--- src/rtl/program_counter_unit_pkg.sv ---
// Shared processor definitions: opcode map, PC FSM states and address width default.
// Also used by the decoder and the return-address filter.
package program_counter_unit_pkg;

  localparam int unsigned AddrWidthDefault = 12;
  localparam int unsigned OpWidth          = 6;

  // Opcodes 000000..OpSeqLast are plain sequential instructions.
  localparam logic [OpWidth-1:0] OpSeqLast = 6'b010001;
  localparam logic [OpWidth-1:0] OpJmp     = 6'b010010;
  localparam logic [OpWidth-1:0] OpBrt     = 6'b010011;
  localparam logic [OpWidth-1:0] OpBrf     = 6'b010100;
  localparam logic [OpWidth-1:0] OpJr      = 6'b010101;
  localparam logic [OpWidth-1:0] OpHlt     = 6'b010110;
  localparam logic [OpWidth-1:0] OpIn      = 6'b010111;

  typedef enum logic [1:0] {
    StRun,
    StWaitIn,
    StHalted
  } pc_state_e;

  typedef enum logic [2:0] {
    OpcSeq,
    OpcJmp,
    OpcBrt,
    OpcBrf,
    OpcJr,
    OpcHlt,
    OpcIn,
    OpcIllegal
  } op_class_e;

  function automatic op_class_e decode_op(logic [OpWidth-1:0] op);
    op_class_e cls;
    if (op <= OpSeqLast) begin
      cls = OpcSeq;
    end else begin
      case (op)
        OpJmp:   cls = OpcJmp;
        OpBrt:   cls = OpcBrt;
        OpBrf:   cls = OpcBrf;
        OpJr:    cls = OpcJr;
        OpHlt:   cls = OpcHlt;
        OpIn:    cls = OpcIn;
        default: cls = OpcIllegal;
      endcase
    end
    return cls;
  endfunction

endpackage

--- src/rtl/pc_next_select.sv ---
// Combinational next-address mux for the flow-control opcodes.
// Non-flow opcodes fall through to PC+1; the FSM decides whether the result is used.
module pc_next_select
  import program_counter_unit_pkg::*;
#(
  parameter int unsigned ADDRESS_WIDTH = AddrWidthDefault
) (
  input  logic [ADDRESS_WIDTH-1:0] pc,
  input  logic [OpWidth-1:0]       operation,
  input  logic [ADDRESS_WIDTH-1:0] immediate_target,
  input  logic [ADDRESS_WIDTH-1:0] register_target,
  input  logic                     condition_flag,
  output logic [ADDRESS_WIDTH-1:0] pc_plus_one,
  output logic [ADDRESS_WIDTH-1:0] next_pc
);

  // Truncation to ADDRESS_WIDTH gives the required silent wrap.
  assign pc_plus_one = pc + {{(ADDRESS_WIDTH-1){1'b0}}, 1'b1};

  always_comb begin
    next_pc = pc_plus_one;
    unique case (decode_op(operation))
      OpcJmp:  next_pc = immediate_target;
      OpcBrt:  next_pc = condition_flag ? immediate_target : pc_plus_one;
      OpcBrf:  next_pc = condition_flag ? pc_plus_one : immediate_target;
      OpcJr:   next_pc = register_target;
      default: next_pc = pc_plus_one;
    endcase
  end

endmodule

--- src/rtl/program_counter_unit.sv ---
// Program counter with RUN / WAIT_IN / HALTED sequencing, IN handshake and sticky
// illegal-opcode trap. All state advances only on enabled clock edges.
module program_counter_unit
  import program_counter_unit_pkg::*;
#(
  parameter int unsigned            ADDRESS_WIDTH = AddrWidthDefault,
  parameter logic [ADDRESS_WIDTH-1:0] RESET_ADDRESS = '0
) (
  input  logic                     clock,
  input  logic                     reset,
  input  logic                     enable,
  input  logic [OpWidth-1:0]       operation,
  input  logic [ADDRESS_WIDTH-1:0] immediate_target,
  input  logic [ADDRESS_WIDTH-1:0] register_target,
  input  logic                     condition_flag,
  input  logic                     in_valid,
  input  logic                     resume,
  output logic [ADDRESS_WIDTH-1:0] program_counter,
  output logic                     in_ack,
  output logic                     halted,
  output logic                     illegal_op
);

  pc_state_e                state_q, state_d;
  logic [ADDRESS_WIDTH-1:0] pc_q, pc_d;
  logic                     illegal_q, illegal_d;
  logic                     ack_raw;
  logic [ADDRESS_WIDTH-1:0] pc_plus_one;
  logic [ADDRESS_WIDTH-1:0] flow_next_pc;

  pc_next_select #(
    .ADDRESS_WIDTH(ADDRESS_WIDTH)
  ) u_pc_next_select (
    .pc              (pc_q),
    .operation       (operation),
    .immediate_target(immediate_target),
    .register_target (register_target),
    .condition_flag  (condition_flag),
    .pc_plus_one     (pc_plus_one),
    .next_pc         (flow_next_pc)
  );

  always_ff @(posedge clock or negedge reset) begin
    if (!reset) begin
      state_q   <= StRun;
      pc_q      <= RESET_ADDRESS;
      illegal_q <= 1'b0;
    end else begin
      state_q   <= state_d;
      pc_q      <= pc_d;
      illegal_q <= illegal_d;
    end
  end

  always_comb begin
    state_d   = state_q;
    pc_d      = pc_q;
    illegal_d = illegal_q;
    ack_raw   = 1'b0;
    if (enable) begin
      unique case (state_q)
        StRun: begin
          unique case (decode_op(operation))
            OpcHlt: state_d = StHalted;
            OpcIn: begin
              if (in_valid) begin
                ack_raw = 1'b1;
                pc_d    = pc_plus_one;
              end else begin
                state_d = StWaitIn;
              end
            end
            OpcIllegal: begin
              illegal_d = 1'b1;
              state_d   = StHalted;
            end
            default: pc_d = flow_next_pc;
          endcase
        end
        StWaitIn: begin
          if (in_valid) begin
            ack_raw = 1'b1;
            pc_d    = pc_plus_one;
            state_d = StRun;
          end
        end
        StHalted: begin
          // An illegal-opcode halt is terminal until reset.
          if (resume && !illegal_q) begin
            pc_d    = pc_plus_one;
            state_d = StRun;
          end
        end
        default: state_d = StRun;
      endcase
    end
  end

  // Gate with reset so an abandoned handshake never acknowledges.
  assign in_ack          = ack_raw & reset;
  assign program_counter = pc_q;
  assign halted          = (state_q == StHalted);
  assign illegal_op      = illegal_q;

endmodule

--- config.mk ---
export PLATFORM = sky130hd
export DESIGN_NAME = program_counter_unit
export DESIGN_NICKNAME = d
export VERILOG_FILES = /design/src/rtl/program_counter_unit_pkg.sv /design/src/rtl/pc_next_select.sv /design/src/rtl/program_counter_unit.sv
export SDC_FILE = /design/constraint.sdc
export NUM_CORES = 1
export LEC_CHECK = 0
export ABC_AREA = 1
export CAP_MARGIN = 20
export CELL_PAD_IN_SITES_DETAIL_PLACEMENT = 0
export CELL_PAD_IN_SITES_GLOBAL_PLACEMENT = 1
export CORE_MARGIN = 8
export CORE_UTILIZATION = 34
export DETAILED_ROUTE_END_ITERATION = 8
export PLACE_DENSITY_LB_ADDON = 0.1
export SYNTH_ARGS = -nofsm -noshare
export SYNTH_HDL_FRONTEND = slang
export SYNTH_SLANG_ARGS = --single-unit
--- constraint.sdc ---
create_clock -name clock -period 2.1 [get_ports clock]
set_input_delay 0.21 -clock clock [delete_from_list [all_inputs] [get_ports clock]]
set_output_delay 0.21 -clock clock [all_outputs]
set_load 0.01 [all_outputs]
==> metrics.md <==
| Metric | Value |
|---|---|
| Unrepaired setup endpoints after global routing | false |
| Post-DP HPWL | 6715 um |
| Via density | 4.696 |
| Fill cells | just over 800 |
| I/O Buffers | 50 |
| Tmin final | between 1.5 and 2 ns |
| P_leak | 1.679 nW |
| WP data required | 1.89 ns |
| Worst path slowest cell | clkdlybuf4s50_1 |
| Die Span Y | just over 100 um |
| DRC | 0 |
| Crit-path cells | inv_1 -> ha_1 -> buf_4 -> clkdlybuf4s50_1 |
| H-tree depth | 1 |
| Share of layout cells above drive strength 1 | 11.05% |
| CP max FO | 11 |
| Total number of vias | 2930 |
| Core region area | 7137 um^2 |
| Antenna violation net count after detailed routing | 0 |
| GP Congestion | 0.8207 |
| Grt ovf | 0 |
| Final net count | 566 |
| Post-Synth Simple-Gate Area | ~45% |
| I/O Pins | 51 |
| Worst Max-Slew Pin Slew | around 0.45 ns |
| Seq cells post-synth | 15 |
| Clock buffer depth | 2 |
| P&R area growth vs syn | 32.65% |
| Vias in the first global route | approximately 2.8k |
| Mux cell area share after synthesis | 0% |
| Skew final | between 0.0006 and 0.0007 ns |
| Setup CP Type | reg2out |
| Hold Path Class | in2async |
| FMAX | roughly 0.54 GHz |
| Outcome | complete, no violations |
| VDD IR-drop max | 0.6987 mV |
| Hold buffer count at cts | 0 |
| Critical Path Max Stage Delay | 0.56 ns |
| Drt first-iter violations | 147 |
| Clock-pin transition on the worst setup and hold timing paths | 0.06 ns |
| Post-Syn Area per Cell | around 5.3 um^2 |
| Final Cycle Share | 88.05% |
| Max-slew headroom | 70.26% |
| Most frequent cells in the layout | nand2_1 (167), inv_1 (59), clkdlybuf4s50_1 (49) |
| Final setup vio count | 0 |
| GRT Overall Usage | 16.91% |
| Synth Area in Compound Gates | 22.47% |
| XOR/XNOR Fraction of Synth Area | 1.375% |
| CTS tree | done |
| Warnings from Yosys | 0 |
| Max-Cap Viols | 0 |
| Ant diodes | 0 |
| Crit. End Element | primary output |
| Fin Setup TNS | 0 ns |
| Synthesized area | 2456 um^2 |
| Synth Instances | 462 |
| Initial antenna violation count | 0 |
| CP Depth | 4 |
| Global-route wire length before repair | ~14000 um |
| Syn_nets | around 500 |
| Hold slack | between 0.4 and 0.5 ns |
| Hold Fails Final Rpt | 0 |
| Library cells used by synthesis | 35 |
| Routed WL per cell | 13.35 um |
| Die area | between 10000 and 15000 um^2 |
| Most common cell after layout, fill and taps aside | nand2_1 |
| Reg2reg path depth | 14 |
| Initial Util | 34.41% |
| Largest family of logic cells by synthesized area | simple AND/OR/NAND/NOR gates |
| Final Max Tran Viols | 0 |
| Adder-cell share of the synthesized area | under 10% |
| Clock latency on the worst-skew pair | between 0.2 and 0.25 ns |
| Startpoint types | flip-flop |
| TritonCTS Sinks | 15 |
| Core Rows | 31 |
| Width of the die | about 100 um |
| CTS root buf | clkbuf_8 |
| CP bufs+invs | 3 |
| Largest net degree at the start of global routing | 25 |
| Crit-path leading delay family | buffers and inverters |
| Pwr/cell area | 1041 nW/um^2 |
| Worst path arrival time | 1.64 ns |
| Routed WL | 8329 um |
| CTS Buf Count | 3 |
| Sequential share of the synthesized area | 15.28% |
| Drt pass-1 iters | 5 |
where the power goes:
| group | switching (mW) | leakage, nW | internal [mW] | total, mW |
|---|---|---|---|---|
| Clock | 0.0920 | 0.0228 | 0.134 | 0.226 |
| Combinational | 1.51 | 1.48 | 1.06 | 2.57 |
| Sequential | 0.170 | 0.181 | 0.420 | 0.590 |
cells in the mapped netlist, drive strengths merged:
cell / number / area, um^2
a21oi: 48 / 240.2
a22oi: 2 / 15.01
a31oi: 2 / 12.51
buf: 13 / 75.06
clkbuf: 6 / 22.52
dfrtp: 15 / 375.4
ha: 4 / 50.05
inv: 65 / 244.0
nand2: 174 / 675.7
nand3: 39 / 205.2
nand4: 3 / 18.77
nor2: 37 / 166.4
nor3: 4 / 31.28
o2111ai: 1 / 8.760
o211ai: 8 / 60.06
o21ai: 35 / 201.4
o22ai: 1 / 6.260
o31ai: 1 / 7.510
or2: 1 / 6.260
xnor2: 1 / 8.760
xor2: 2 / 25.03
through the flow:
| step | power, mW | worst slack [ns] | util (%) | instance area (um^2) | std cells |
|---|---|---|---|---|---|
| final | 3.391 | 0.2510 | 45.65 | 3258 | 624 |
| after global placement | 3.142 | 0.01916 | 44.92 | 3206 | 620 |
| after floorplan | 2.178 | 0.4074 | - | 2456 | 462 |
| after CTS | 3.402 | 0.02587 | 45.55 | 3251 | 624 |
| after global routing | 3.800 | 0.02847 | 45.65 | 3258 | 624 |
| after detailed placement | 3.153 | 0.01271 | 44.92 | 3206 | 620 |
worst paths after layout:
kind	from	end	slack (ns)
max	state_q[0]$_DFFE_PN0P_	halted	0.25
min	reset	program_counter[9]$_DFFE_PN0P_	0.41
max reg2reg	program_counter[0]$_DFFE_PN0P_	program_counter[4]$_DFFE_PN0P_	0.29
min reg2reg	illegal_op$_DFFE_PN0P_	illegal_op$_DFFE_PN0P_	0.49
max in group asynchronous	reset	illegal_op$_DFFE_PN0P_	1.52
min in group clock	illegal_op$_DFFE_PN0P_	illegal_op$_DFFE_PN0P_	0.49
state kept, by name (all words and copies together), names as in the netlist:
signal	cells
illegal_op	1
state_q	2
program_counter	12
cell type report:
cell class,instances,area (um^2),share of cell area [%]
clock buffer,4,45.04,1.382
tap,99,123.9,3.802
inverter,65,244.0,7.488
timing repair buffer,78,725.7,22.27
sequential,15,375.4,11.52
multi-input combinational,363,1744,53.53
routing by layer:
| metal | up-vias | wire length [um] | GRT usage, % |
|---|---|---|---|
| met1 | 1261 | 4496 | 24.61 |
| li1 | 1603 | - | - |
| met4 | 0 | 65 | 3.551 |
| met5 | - | 0 | 0 |
| met3 | 5 | 366 | 2.003 |
| met2 | 61 | 3401 | 25.73 |
cell families after synthesis:
| logic type | count (synthesis) |
|---|---|
| flops | 15 |
| xor+xnor | 3 |
| simple gates | 258 |
| compound gates | 98 |
| fa+ha+maj | 4 |
| buf+inv | 84 |
timing repair:
action / CTS / global route
endpoints found under the setup margin: 0 / 2
gates resized for setup: 0 / 2
setup buffers: 0 / 0
Note: power is estimated with default switching activity, not from simulation.
